`src/rtl/imuldiv_intmuldiviterativeparam_pkg.sv`:
```
// rtl/imuldiv_intmuldiviterativeparam_pkg.sv - muldiv function codes, FSM states and fn decode helpers
package imuldiv_intmuldiviterativeparam_pkg;

    localparam logic [2:0] FN_MUL  = 3'd0;
    localparam logic [2:0] FN_DIV  = 3'd1;
    localparam logic [2:0] FN_DIVU = 3'd2;
    localparam logic [2:0] FN_REM  = 3'd3;
    localparam logic [2:0] FN_REMU = 3'd4;
    localparam logic [2:0] FN_MULU = 3'd5;

    typedef enum logic [1:0] {
        ST_IDLE = 2'd0,
        ST_CALC = 2'd1,
        ST_DONE = 2'd2
    } state_e;

    function automatic logic fn_is_signed(input logic [2:0] fn);
        return (fn == FN_MUL) || (fn == FN_DIV) || (fn == FN_REM);
    endfunction

    function automatic logic fn_is_mul(input logic [2:0] fn);
        return (fn == FN_MUL) || (fn == FN_MULU);
    endfunction

    function automatic logic fn_is_div(input logic [2:0] fn);
        return (fn >= FN_DIV) && (fn <= FN_REMU);
    endfunction

endpackage

```
`src/rtl/imuldiv_intmuldiviterativeparam_if.sv`:
```
// rtl/imuldiv_intmuldiviterativeparam_if.sv - val/rdy muldiv request/response bundle
interface imuldiv_intmuldiviterativeparam_if #(
    parameter int NBITS = 32
);
    logic [2:0]         muldivreq_msg_fn;
    logic [NBITS-1:0]   muldivreq_msg_a;
    logic [NBITS-1:0]   muldivreq_msg_b;
    logic               muldivreq_val;
    logic               muldivreq_rdy;
    logic [2*NBITS-1:0] muldivresp_msg_result;
    logic               muldivresp_val;
    logic               muldivresp_rdy;

    modport master (
        output muldivreq_msg_fn, muldivreq_msg_a, muldivreq_msg_b, muldivreq_val, muldivresp_rdy,
        input  muldivreq_rdy, muldivresp_msg_result, muldivresp_val
    );

    modport slave (
        input  muldivreq_msg_fn, muldivreq_msg_a, muldivreq_msg_b, muldivreq_val, muldivresp_rdy,
        output muldivreq_rdy, muldivresp_msg_result, muldivresp_val
    );
endinterface

```
`src/rtl/imuldiv_intmuldiviterativeparam_dpath.sv`:
```
// rtl/imuldiv_intmuldiviterativeparam_dpath.sv - operand/accumulator/counter registers, shift-add/restoring step, sign fixup
module imuldiv_intmuldiviterativeparam_dpath
    import imuldiv_intmuldiviterativeparam_pkg::*;
#(
    parameter int NBITS = 32
) (
    input  logic               clk,
    input  logic               reset,
    input  logic [2:0]         fn_i,
    input  logic [NBITS-1:0]   a_i,
    input  logic [NBITS-1:0]   b_i,
    input  logic               load_i,
    input  logic               calc_i,
    input  logic               clr_i,
    output logic               fast_o,
    output logic               last_o,
    output logic [2*NBITS-1:0] result_o
);
    localparam int CW = $clog2(NBITS + 1);
    localparam logic [NBITS-1:0] MIN_NEG = {1'b1, {(NBITS-1){1'b0}}};

    logic [2:0]         fn_q, fn_d;
    logic               sign_a_q, sign_a_d, sign_b_q, sign_b_d;
    logic [NBITS-1:0]   a_q, a_d, b_q, b_d;
    logic [2*NBITS-1:0] acc_q, acc_d, res_q, res_d;
    logic [CW-1:0]      cnt_q, cnt_d;

    logic               sa_in, sb_in;
    logic [NBITS-1:0]   a_mag, b_mag;
    logic [2*NBITS-1:0] fast_res, step, fixed;
    logic [NBITS:0]     rem_sh, diff;
    logic [NBITS-1:0]   quot, rem;

    // Fast-path decode works on the raw operands, before magnitude conversion.
    always_comb begin
        sa_in    = fn_is_signed(fn_i) & a_i[NBITS-1];
        sb_in    = fn_is_signed(fn_i) & b_i[NBITS-1];
        a_mag    = sa_in ? -a_i : a_i;
        b_mag    = sb_in ? -b_i : b_i;
        fast_o   = 1'b0;
        fast_res = '0;
        if (fn_is_div(fn_i) && (b_i == '0)) begin
            fast_o   = 1'b1;
            fast_res = {a_i, {NBITS{1'b1}}};
        end else if (((fn_i == FN_DIV) || (fn_i == FN_REM)) && (a_i == MIN_NEG) && (b_i == '1)) begin
            fast_o   = 1'b1;
            fast_res = {{NBITS{1'b0}}, a_i};
        end else if (fn_i > FN_MULU) begin
            fast_o   = 1'b1;
        end
    end

    // Multiply walks B MSB-first; divide keeps {rem, dividend/quot} in acc.
    always_comb begin
        rem_sh = {acc_q[2*NBITS-1:NBITS], acc_q[NBITS-1]};
        diff   = rem_sh - {1'b0, b_q};
        if (fn_is_mul(fn_q))
            step = {acc_q[2*NBITS-2:0], 1'b0} + (b_q[NBITS-1] ? {{NBITS{1'b0}}, a_q} : '0);
        else if (diff[NBITS])
            step = {rem_sh[NBITS-1:0], acc_q[NBITS-2:0], 1'b0};
        else
            step = {diff[NBITS-1:0], acc_q[NBITS-2:0], 1'b1};

        quot  = step[NBITS-1:0];
        rem   = step[2*NBITS-1:NBITS];
        fixed = step;
        if (fn_is_mul(fn_q)) begin
            if (sign_a_q ^ sign_b_q)
                fixed = -step;
        end else begin
            if (sign_a_q ^ sign_b_q)
                quot = -quot;
            if (sign_a_q)
                rem = -rem;
            fixed = {rem, quot};
        end
    end

    always_comb begin
        fn_d     = fn_q;
        sign_a_d = sign_a_q;
        sign_b_d = sign_b_q;
        a_d      = a_q;
        b_d      = b_q;
        acc_d    = acc_q;
        cnt_d    = cnt_q;
        res_d    = res_q;
        if (load_i) begin
            fn_d     = fn_i;
            sign_a_d = sa_in;
            sign_b_d = sb_in;
            a_d      = a_mag;
            b_d      = b_mag;
            acc_d    = fn_is_mul(fn_i) ? '0 : {{NBITS{1'b0}}, a_mag};
            cnt_d    = CW'(NBITS - 1);
            res_d    = fast_res;
        end else if (calc_i) begin
            acc_d = step;
            if (fn_is_mul(fn_q))
                b_d = {b_q[NBITS-2:0], 1'b0};
            if (cnt_q == '0)
                res_d = fixed;
            else
                cnt_d = cnt_q - CW'(1);
        end else if (clr_i) begin
            res_d = '0;
        end
    end

    always_ff @(posedge clk) begin
        if (reset) begin
            fn_q     <= '0;
            sign_a_q <= 1'b0;
            sign_b_q <= 1'b0;
            a_q      <= '0;
            b_q      <= '0;
            acc_q    <= '0;
            cnt_q    <= '0;
            res_q    <= '0;
        end else begin
            fn_q     <= fn_d;
            sign_a_q <= sign_a_d;
            sign_b_q <= sign_b_d;
            a_q      <= a_d;
            b_q      <= b_d;
            acc_q    <= acc_d;
            cnt_q    <= cnt_d;
            res_q    <= res_d;
        end
    end

    assign last_o   = (cnt_q == '0);
    assign result_o = res_q;

endmodule

```
`src/rtl/imuldiv_intmuldiviterativeparam.sv`:
```
// rtl/imuldiv_intmuldiviterativeparam.sv - iterative NBITS mul/div unit: IDLE/CALC/DONE FSM and val/rdy handshake
module imuldiv_intmuldiviterativeparam
    import imuldiv_intmuldiviterativeparam_pkg::*;
#(
    parameter int NBITS = 32
) (
    input  logic                              clk,
    input  logic                              reset,
    imuldiv_intmuldiviterativeparam_if.slave  io
);
    state_e state_q, state_d;
    logic   fire, fast, last, load, calc, clr;

    assign io.muldivreq_rdy  = (state_q == ST_IDLE);
    assign io.muldivresp_val = (state_q == ST_DONE);
    assign fire              = io.muldivreq_val && io.muldivreq_rdy;

    always_comb begin
        state_d = state_q;
        load    = 1'b0;
        calc    = 1'b0;
        clr     = 1'b0;
        case (state_q)
            ST_IDLE: begin
                if (fire) begin
                    load    = 1'b1;
                    state_d = fast ? ST_DONE : ST_CALC;
                end
            end
            ST_CALC: begin
                calc = 1'b1;
                if (last)
                    state_d = ST_DONE;
            end
            ST_DONE: begin
                if (io.muldivresp_rdy) begin
                    clr     = 1'b1;
                    state_d = ST_IDLE;
                end
            end
            default: state_d = ST_IDLE;
        endcase
    end

    always_ff @(posedge clk) begin
        if (reset)
            state_q <= ST_IDLE;
        else
            state_q <= state_d;
    end

    imuldiv_intmuldiviterativeparam_dpath #(.NBITS(NBITS)) u_dpath (
        .clk      (clk),
        .reset    (reset),
        .fn_i     (io.muldivreq_msg_fn),
        .a_i      (io.muldivreq_msg_a),
        .b_i      (io.muldivreq_msg_b),
        .load_i   (load),
        .calc_i   (calc),
        .clr_i    (clr),
        .fast_o   (fast),
        .last_o   (last),
        .result_o (io.muldivresp_msg_result)
    );

endmodule

```
`src/flat_wrapper.sv`:
```
// flat-port wrapper written by rule: the top's interface ports become plain ports
module imuldiv_intmuldiviterativeparam_flat import imuldiv_intmuldiviterativeparam_pkg::*;
#(
    parameter int NBITS = 32
)
  (clk, reset, io_muldivreq_msg_fn, io_muldivreq_msg_a, io_muldivreq_msg_b, io_muldivreq_val, io_muldivresp_rdy, io_muldivreq_rdy, io_muldivresp_msg_result, io_muldivresp_val);
  imuldiv_intmuldiviterativeparam_if #(.NBITS(NBITS)) io_i ();
  input  logic clk;
  input  logic reset;
  input wire logic [$bits(io_i.muldivreq_msg_fn)-1:0] io_muldivreq_msg_fn;
  input wire logic [$bits(io_i.muldivreq_msg_a)-1:0] io_muldivreq_msg_a;
  input wire logic [$bits(io_i.muldivreq_msg_b)-1:0] io_muldivreq_msg_b;
  input wire logic [$bits(io_i.muldivreq_val)-1:0] io_muldivreq_val;
  input wire logic [$bits(io_i.muldivresp_rdy)-1:0] io_muldivresp_rdy;
  output wire logic [$bits(io_i.muldivreq_rdy)-1:0] io_muldivreq_rdy;
  output wire logic [$bits(io_i.muldivresp_msg_result)-1:0] io_muldivresp_msg_result;
  output wire logic [$bits(io_i.muldivresp_val)-1:0] io_muldivresp_val;
  assign io_i.muldivreq_msg_fn = io_muldivreq_msg_fn;
  assign io_i.muldivreq_msg_a = io_muldivreq_msg_a;
  assign io_i.muldivreq_msg_b = io_muldivreq_msg_b;
  assign io_i.muldivreq_val = io_muldivreq_val;
  assign io_i.muldivresp_rdy = io_muldivresp_rdy;
  assign io_muldivreq_rdy = io_i.muldivreq_rdy;
  assign io_muldivresp_msg_result = io_i.muldivresp_msg_result;
  assign io_muldivresp_val = io_i.muldivresp_val;
  imuldiv_intmuldiviterativeparam #(.NBITS(NBITS)) u_core (.clk(clk), .reset(reset), .io(io_i));
endmodule
```
`config.mk`:
```
export PLATFORM = sky130hd
export DESIGN_NAME = imuldiv_intmuldiviterativeparam_flat
export DESIGN_NICKNAME = d
export VERILOG_FILES = /design/src/rtl/imuldiv_intmuldiviterativeparam_pkg.sv /design/src/rtl/imuldiv_intmuldiviterativeparam_if.sv /design/src/rtl/imuldiv_intmuldiviterativeparam_dpath.sv /design/src/rtl/imuldiv_intmuldiviterativeparam.sv /design/src/flat_wrapper.sv
export SDC_FILE = /design/constraint.sdc
export NUM_CORES = 1
export LEC_CHECK = 0
export BUFFER_PORTS_ARGS = -buffer_cell sky130_fd_sc_hd__buf_2
export CORE_AREA = 2 2 270 272
export CTS_BUF_LIST = sky130_fd_sc_hd__clkbuf_4
export CTS_CLUSTER_SIZE = 30
export DETAILED_ROUTE_END_ITERATION = 8
export DIE_AREA = 0 0 272 274
export RECOVER_POWER = 50
export SLEW_MARGIN = 25
export SYNTH_ARGS = -nofsm -noshare
export SYNTH_HDL_FRONTEND = slang
export SYNTH_SLANG_ARGS = --single-unit
export TNS_END_PERCENT = 30
```
`constraint.sdc`:
```
create_clock -name clk -period 4.3 [get_ports clk]
set_input_delay 0.86 -clock clk [delete_from_list [all_inputs] [get_ports clk]]
set_output_delay 0.86 -clock clk [all_outputs]
set_load 0.05 [all_outputs]
```
# Word level (Yosys, flattened, before mapping)
# Cells that the tools add are included.
totals:
  register_bits: 205
  input_bits: 71
  output_inout_bits: 66
  elab_cells: 99
op_classes:
  addsub: 8
  order_cmp: 3
  n_eq_ne: 13
  n_mux: 37
  n_bitwise: 4
  reduce_logical: 24
op_table:
  columns: ["cell", "n"]
  rows:
  - ["64-bit 2-to-1 mux", 11]
  - ["32-bit 2-to-1 mux", 10]
  - ["32-bit negator", 4]
  - ["64-bit by 32-bit adder with 64-bit output", 1]
  - ["32-bit == test, second input constant", 2]
  - ["64-bit negator", 1]
  - ["33-bit by 32-bit subtractor with 33-bit output", 1]
  - ["32-bit logical NOT", 1]
  - ["5-bit 2-to-1 mux", 3]
  - ["1-bit 2-to-1 mux", 8]
  - ["2-bit 2-to-1 mux", 4]
  - ["2-bit AND reduction", 4]
  - ["3-bit == test, second input constant", 2]
  - ["3-bit logical NOT", 2]
  - ["6-bit logical NOT", 1]
  - ["2-bit inequality test, second input constant", 3]
  - ["2-bit case mux with 3 select lines", 1]
  - ["6-bit by 1-bit subtractor with 6-bit output, second input constant", 1]
  - ["1-bit logical AND", 5]
  - ["1-bit logical OR", 5]
  - ["2-bit nonzero test", 2]
  - ["3-bit by 1-bit == test with 1-bit output, second input constant", 1]
  - ["3-bit by 2-bit == test with 1-bit output, second input constant", 1]
  - ["3-bit by 1-bit greater-or-equal comparator with 1-bit output, second input constant", 1]
  - ["other kinds (13)", 14]

# Logic depth before layout (Yosys ltp)
depth:
  depth_word: 9
  depth_mapped: 21
  depth_no_buf: 19

# Modules after synthesis
# A second synthesis with hierarchy kept.
hier_totals:
  cells_unflattened: 2460
  hier_area_um2: 17764.5
modules_own_cells:
  columns: ["module", "instances", "cells_each", "area_per_inst_um2", "seq_area_each_um2"]
  rows:
  - ["imuldiv_intmuldiviterativeparam_dpath", 1, 2446, 17633.2, 4063.9]
  - ["imuldiv_intmuldiviterativeparam", 1, 14, 131.4, 40.0]

# Worst setup path after synthesis
# Ideal clock, no wire load.
synth_timing:
  path_kind: "reg2reg"
  from: "reg u_core.u_dpath.acc_q[31]"
  to: "reg u_core.u_dpath.res_q[60] (netlist: u_core.u_dpath.result_o[60])"
  setup_time_ns: 0.138
  t_arrival_ns: 4.486
  required_ns: 4.162
  path_slack_ns: -0.324
  stages_incl_launch_ff: 22
  path_buffers: 2
  period_less_slack_ns: 4.624
  path_cell_list: "dfxtp_1 clkbuf_1 inv_2 ha_1 inv_1 fa_1 a211oi_1 o211ai_1 nand3_2 a21oi_2 or4_4 a32oi_2 ha_1 and3_1 and3_1 buf_2 o2111ai_2 o21bai_1 nand2_1 or4_1 a32oi_1 a211oi_1"
synth_via:
  elab_chain_cells: 9
  word_cells_on_any_way: 12
  cone_classes: "add/sub: 4; mux: 8"
synth_lines:
  columns: ["item", "line_no", "source"]
  rows:
  - ["start, declared", "imuldiv_intmuldiviterativeparam_dpath.sv:25", "logic [2*NBITS-1:0] acc_q, acc_d, res_q, res_d;"]
  - ["start signal, assigned", "imuldiv_intmuldiviterativeparam_dpath.sv:117", "acc_q <= '0;"]
  - ["start signal, assigned", "imuldiv_intmuldiviterativeparam_dpath.sv:126", "acc_q <= acc_d;"]
  - ["33-bit by 32-bit subtractor with 33-bit output", "imuldiv_intmuldiviterativeparam_dpath.sv:56", "diff = rem_sh - {1'b0, b_q};"]
  - ["64-bit 2-to-1 mux", "imuldiv_intmuldiviterativeparam_dpath.sv:59", "else if (diff[NBITS])"]
  - ["64-bit 2-to-1 mux (*)", "imuldiv_intmuldiviterativeparam_dpath.sv:57", "if (fn_is_mul(fn_q))"]
  - ["64-bit negator / 32-bit negator (equally long branches)", "imuldiv_intmuldiviterativeparam_dpath.sv:69, imuldiv_intmuldiviterativeparam_dpath.sv:74", null]
  - ["64-bit 2-to-1 mux / 32-bit 2-to-1 mux (equally long branches)", "imuldiv_intmuldiviterativeparam_dpath.sv:68, imuldiv_intmuldiviterativeparam_dpath.sv:73", null]
  - ["64-bit 2-to-1 mux (*)", "imuldiv_intmuldiviterativeparam_dpath.sv:67", "if (fn_is_mul(fn_q)) begin"]
  - ["64-bit 2-to-1 mux (*)", "imuldiv_intmuldiviterativeparam_dpath.sv:101", "if (cnt_q == '0)"]
  - ["64-bit 2-to-1 mux (*)", "imuldiv_intmuldiviterativeparam_dpath.sv:97", "end else if (calc_i) begin"]
  - ["64-bit 2-to-1 mux (*)", "imuldiv_intmuldiviterativeparam_dpath.sv:88", "if (load_i) begin"]
  - ["end signal, assigned", "imuldiv_intmuldiviterativeparam_dpath.sv:128", "res_q <= res_d;"]
  - ["end, declared", "imuldiv_intmuldiviterativeparam_dpath.sv:25", null]
# Mark *: on every way between the ends. The rest lies on a longest branch, timed or not. The select of a mux whose other input is x is not followed.
# A chain may end at the register's enable or synchronous reset.

# Final worst setup path
layout_timing:
  from: "reg u_core.u_dpath.b_q[31]"
  to: "reg u_core.u_dpath.res_q[43] (netlist: u_core.u_dpath.result_o[43])"
layout_via:
  elab_chain_cells: 9
  word_cells_on_any_way: 13
  cone_classes: "add/sub: 4; mux: 9"
layout_lines:
  columns: ["item", "line_no", "source"]
  rows:
  - ["start, declared", "imuldiv_intmuldiviterativeparam_dpath.sv:24", "logic [NBITS-1:0] a_q, a_d, b_q, b_d;"]
  - ["start signal, assigned", "imuldiv_intmuldiviterativeparam_dpath.sv:116", "b_q <= '0;"]
  - ["start signal, assigned", "imuldiv_intmuldiviterativeparam_dpath.sv:125", "b_q <= b_d;"]
  - ["32-bit 2-to-1 mux / 33-bit by 32-bit subtractor with 33-bit output (equally long branches)", "imuldiv_intmuldiviterativeparam_dpath.sv:58, imuldiv_intmuldiviterativeparam_dpath.sv:56", null]
  - ["64-bit by 32-bit adder with 64-bit output / 64-bit 2-to-1 mux (equally long branches)", "imuldiv_intmuldiviterativeparam_dpath.sv:58, imuldiv_intmuldiviterativeparam_dpath.sv:59", null]
  - ["64-bit 2-to-1 mux (*)", "imuldiv_intmuldiviterativeparam_dpath.sv:57", null]
  - ["64-bit negator / 32-bit negator (equally long branches)", "imuldiv_intmuldiviterativeparam_dpath.sv:69, imuldiv_intmuldiviterativeparam_dpath.sv:74", null]
  - ["64-bit 2-to-1 mux / 32-bit 2-to-1 mux (equally long branches)", "imuldiv_intmuldiviterativeparam_dpath.sv:68, imuldiv_intmuldiviterativeparam_dpath.sv:73", null]
  - ["64-bit 2-to-1 mux (*)", "imuldiv_intmuldiviterativeparam_dpath.sv:67", null]
  - ["64-bit 2-to-1 mux (*)", "imuldiv_intmuldiviterativeparam_dpath.sv:101", null]
  - ["64-bit 2-to-1 mux (*)", "imuldiv_intmuldiviterativeparam_dpath.sv:97", null]
  - ["64-bit 2-to-1 mux (*)", "imuldiv_intmuldiviterativeparam_dpath.sv:88", null]
# Marks and branches as above.

==> metrics.log <==
[metrics] longest individual stage delay on the worst path: 0.40 ns
[metrics] leakage power summed over all cells: 0.0101 µW
[metrics] CTS H-tree lvls: 2
[metrics] FF-to-FF setup slack: -0.26 ns
[metrics] Internal Pwr Total: 5240 µW
[metrics] hold path endpoint: u_core.u_dpath.result_o[56]$_SDFFE_PP0P_
[metrics] Critical Path Start Type: flop
[metrics] Cell variety after synth: 118
[metrics] FFs w/ async S/R, synth: 0
[metrics] critical path's slowest cell: sky130_fd_sc_hd__dfxtp_4
[metrics] TritonCTS clock tree: done
[metrics] number of iterations in the first detailed-routing pass: 6
[metrics] power share of the combinational group: 0.562
[metrics] maximum clock skew at final layout: 0.104 ns
[metrics] category of cells accounting for the largest share of critical-path delay: compound AO/OA/AOI/OAI gates
[metrics] most common library cell in the layout ignoring fill and taps: sky130_fd_sc_hd__buf_4
[metrics] sinks on the clock net: 205
[metrics] Post-Layout Inst Area: 0.0255 mm²
[metrics] wire length of the first global-routing pass: 120000 µm
[metrics] mean number of vias per cell: 5.35
[metrics] number of clock buffers inserted by TritonCTS: 59
[metrics] flip-flop and latch count after synthesis: 205
[metrics] clock-pin transition on the worst setup and hold timing paths: 0.07 ns
[metrics] Clk Tree Root Cell: sky130_fd_sc_hd__clkbuf_4
[metrics] Final Routed Wirelength: 80900 µm
[metrics] number of failing hold endpoints at the final stage: 0
[metrics] cell repeated most along the worst path: sky130_fd_sc_hd__buf_4
[metrics] Syn-to-layout area delta: 43.6%
[metrics] Die ar.: 0.0745 mm²
[metrics] worst min-delay path startpoint: io_muldivreq_msg_a[24]
[metrics] worst-path maximum fanout: 7
[metrics] core region area: 0.0720 mm²
[metrics] number of instances on the worst hold path: 3
[metrics] maximum number of pins on one net before global-route repair: 100
[metrics] width of the chip: 272 µm
[metrics] final global-route overflow total: 0
[metrics] total of buffers placed on input and output ports: 136
[metrics] Routed wire per std cell: 20.1 µm
[metrics] unrepaired setup endpoints after global routing: yes
[metrics] Bufs on Longest Clock Path: 3
[metrics] Worst Hold Class: in2reg
[metrics] worst r2r src: u_core.u_dpath.b_q[31]$_SDFFE_PP0P_
[metrics] maximum resistive drop on vdd: 321 µV
[metrics] cells after synthesis: 2436
[metrics] status: finished with violations
[metrics] Mapped Nets: 2578
[metrics] final worst-path cycle share: 1.06
[metrics] cts-stage hold buffer count: 0
[metrics] number of violations reported at the end of detailed-routing iteration 0: 1973
[metrics] EDFF count, synth: 0
[metrics] initial antenna violation count: 4
[metrics] Mean Syn Cell Area: 7.28 µm²
[metrics] yosys warns: 0
[metrics] data arrival time of the worst path: 5.31 ns
[metrics] violations in the final reports: max-capacitance violations, max-slew violations, negative setup slack
[metrics] number of buffers and inverters on the critical path: 3
[metrics] GP Congestion: 1.04
[metrics] crit path setup slack, layout: -0.263 ns
[metrics] maximum achievable frequency: 0.219 GHz
[metrics] effective utilization at floorplan: 0.246
[metrics] layout cell share with drive strength beyond 1: 0.322
[metrics] total via count after detailed routing: 21500
[metrics] Seq/Total Area, Yosys: 0.232
[metrics] area of the mapped netlist: 0.0177 mm²
[metrics] switching power: 4420 µW
[metrics] share of total power in the clock network: 0.198
[metrics] count of fill cells added during filler insertion: 7523
[metrics] multi-input gate area in the final layout: 0.0143 mm²
[metrics] Worst slew margin: -0.791
[metrics] worst slack at placement: -0.617 ns
[metrics] number of placed I/O pins: 137
[metrics] r2r worst-path depth: 19
[metrics] DRC violation count after routing: 0
[metrics] Tightest Pin Transition: 2.69 ns
[metrics] placed inst area: 0.0227 mm²
[metrics] max_cap viols: 2
[metrics] worst skew pair latency: 0.87 ns
[metrics] dpl hpwl: 61000 µm
[metrics] most used cells in the layout excluding fill and tap cells: sky130_fd_sc_hd__buf_4 (500), sky130_fd_sc_hd__nor2_1 (342), sky130_fd_sc_hd__dfxtp_1 (202)
[metrics] Post-synth top flop: sky130_fd_sc_hd__dfxtp_1
[metrics] final count of negative-setup-slack endpoints: 30
[metrics] Final TNS setup: -3.61 ns
[metrics] via count of the first global-routing pass: 20400
[metrics] critical path data required time: 5.05 ns
[metrics] part of the total power dissipated in sequential elements: 0.241
[metrics] list of cells traversed by the critical path: and2_4 -> ha_4 -> fa_2 -> a21o_1 -> a31o_4 -> a311oi_4 -> buf_6 -> xnor2_4 -> o41ai_4 -> and3_4 -> and4_4 -> nand4_4 -> o21ai_4 -> buf_4 -> a41oi_1 -> xnor2_1 -> buf_4 -> a221oi_1 -> nor3_1
[metrics] gr usage total: 0.206
[metrics] number of cell rows: 99
[metrics] final critical path time including I/O delays and setup: 4.56 ns
[metrics] capturing point of the worst reg2reg path: u_core.u_dpath.result_o[43]$_SDFFE_PP0P_
[metrics] kind of critical path: reg2reg
[metrics] power density cells: 380 mW/mm²
[metrics] max-slew violation count: 91
[metrics] critical path endpoint category: flop
[metrics] sw frac: 0.458
[metrics] vertical die dimension: 274 µm
[metrics] footprint of the flip-flops and latches: 0.00411 mm²
[metrics] residual antenna-violating net count after detailed routing: 0
[metrics] net total in the final layout: 3156
-- per-stage QoR --
stage	utilization	power (µW)	instances	hold WS, ns
floorplan	-	5120	2436	0.432
global placement	0.316	7060	3846	0.453
detailed placement	0.316	7060	3846	0.458
CTS	0.337	9220	3972	0.274
global route	0.354	10200	4020	0.298
finish	0.354	9670	4020	0.321
-- worst max-delay path by stage --
| stage | startpoint | endpoint | slack (ns) | cells after the start |
|---|---|---|---|---|
| floorplan | u_core.u_dpath.acc_q[31]$_SDFFE_PP0P_ | u_core.u_dpath.result_o[60]$_SDFFE_PP0P_ | -0.09 | 21 |
| global placement | u_core.u_dpath.b_q[31]$_SDFFE_PP0P_ | u_core.u_dpath.result_o[54]$_SDFFE_PP0P_ | -0.62 | 18 |
| CTS | u_core.u_dpath.acc_q[31]$_SDFFE_PP0P_ | u_core.u_dpath.result_o[62]$_SDFFE_PP0P_ | -0.20 | 20 |
| global route | u_core.u_dpath.b_q[31]$_SDFFE_PP0P_ | u_core.u_dpath.result_o[60]$_SDFFE_PP0P_ | -0.44 | 19 |
| detailed placement | u_core.u_dpath.b_q[31]$_SDFFE_PP0P_ | u_core.u_dpath.result_o[49]$_SDFFE_PP0P_ | -0.62 | 18 |
| finish | u_core.u_dpath.b_q[31]$_SDFFE_PP0P_ | u_core.u_dpath.result_o[43]$_SDFFE_PP0P_ | -0.26 | 19 |
-- sequential cells by signal (all words and copies together) (netlist names) --
| name | count |
|---|---|
| u_core.u_dpath.sign_a_q | 1 |
| u_core.state_q | 2 |
| u_core.u_dpath.sign_b_q | 1 |
| u_core.u_dpath.fn_q | 3 |
| u_core.u_dpath.cnt_q | 6 |
| u_core.u_dpath.result_o | 64 |
| u_core.u_dpath.b_q | 32 |
| u_core.u_dpath.acc_q | 64 |
| u_core.u_dpath.a_q | 32 |
-- power groups by stage --
stage / Sequential [µW] / Combinational, µW / Clock, µW
global placement: 2350 / 4720 / 0
detailed placement: 2340 / 4720 / 0
floorplan: 2630 / 2480 / 0
CTS: 2310 / 4960 / 1950
finish: 2330 / 5430 / 1910
global route: 2350 / 5780 / 2050
-- cell families after synthesis --
family / synth area share
adder cells (fa/ha/maj): 0.0510
multiplexers: 0.0193
XOR/XNOR: 0.0840
AO/OA/AOI/OAI: 0.299
buffers and inverters: 0.0538
AND/OR/NAND/NOR: 0.262
flip-flops: 0.232
-- cell type report --
type	count	share of cell area
clock inverter	20	0.00369
timing repair buffer	677	0.191
tap	959	0.0471
multi-input combinational	2006	0.561
clock buffer	86	0.0254
antenna	2	0.000197
sequential	205	0.162
inverter	65	0.00978
-- per-layer routing --
| metal | wire length [µm] | GRT usage |
|---|---|---|
| met5 | 11 | 0 |
| met4 | 4140 | 0.102 |
| met3 | 6170 | 0.0343 |
| met2 | 36300 | 0.332 |
| met1 | 34300 | 0.266 |
-- repair_timing --
| action | CTS | global route |
|---|---|---|
| cloned | 0 | 1 |
| pin swaps | 40 | 83 |
| endpoints found under the setup margin | 41 | 42 |
| gates resized for setup | 122 | 185 |
| buffers inserted | 21 | 47 |
-- cell usage after synthesis (all sizes together), types with 11 or more instances --
master | number | area (µm²)
mux2i | 33 | 330
nor4 | 30 | 245
xor2 | 65 | 569
inv | 65 | 244
nand2b | 15 | 93.8
nand2 | 210 | 803
nand4 | 45 | 297
a22oi | 35 | 263
clkbuf | 122 | 488
a211oi | 57 | 460
nor2 | 359 | 1350
buf | 38 | 221
a311oi | 36 | 328
o22ai | 21 | 131
a21o | 21 | 159
o21ai | 151 | 782
ha | 69 | 863
o211ai | 22 | 184
and3 | 37 | 235
or4 | 11 | 87.6
a221oi | 23 | 214
or3 | 12 | 80.1
xnor2 | 105 | 920
a21oi | 225 | 1140
dfxtp | 205 | 4100
and2 | 56 | 354
nand3 | 57 | 300
a31oi | 21 | 131
o31ai | 23 | 186
nor3 | 89 | 467
o21a | 14 | 105
-- worst register-to-register path, delay by kind of cell (launching register included) --
| kind | cells | cell delay [ns] |
|---|---|---|
| and+or+nand+nor | 5 | 0.89 |
| adders and majority gates | 2 | 0.54 |
| DFF | 1 | 0.40 |
| xor gates and xnor gates | 2 | 0.25 |
| buffers and inverters | 3 | 0.54 |
| AOI/OAI and AO/OA | 7 | 1.84 |
Power figures use the tool's default switching activity.
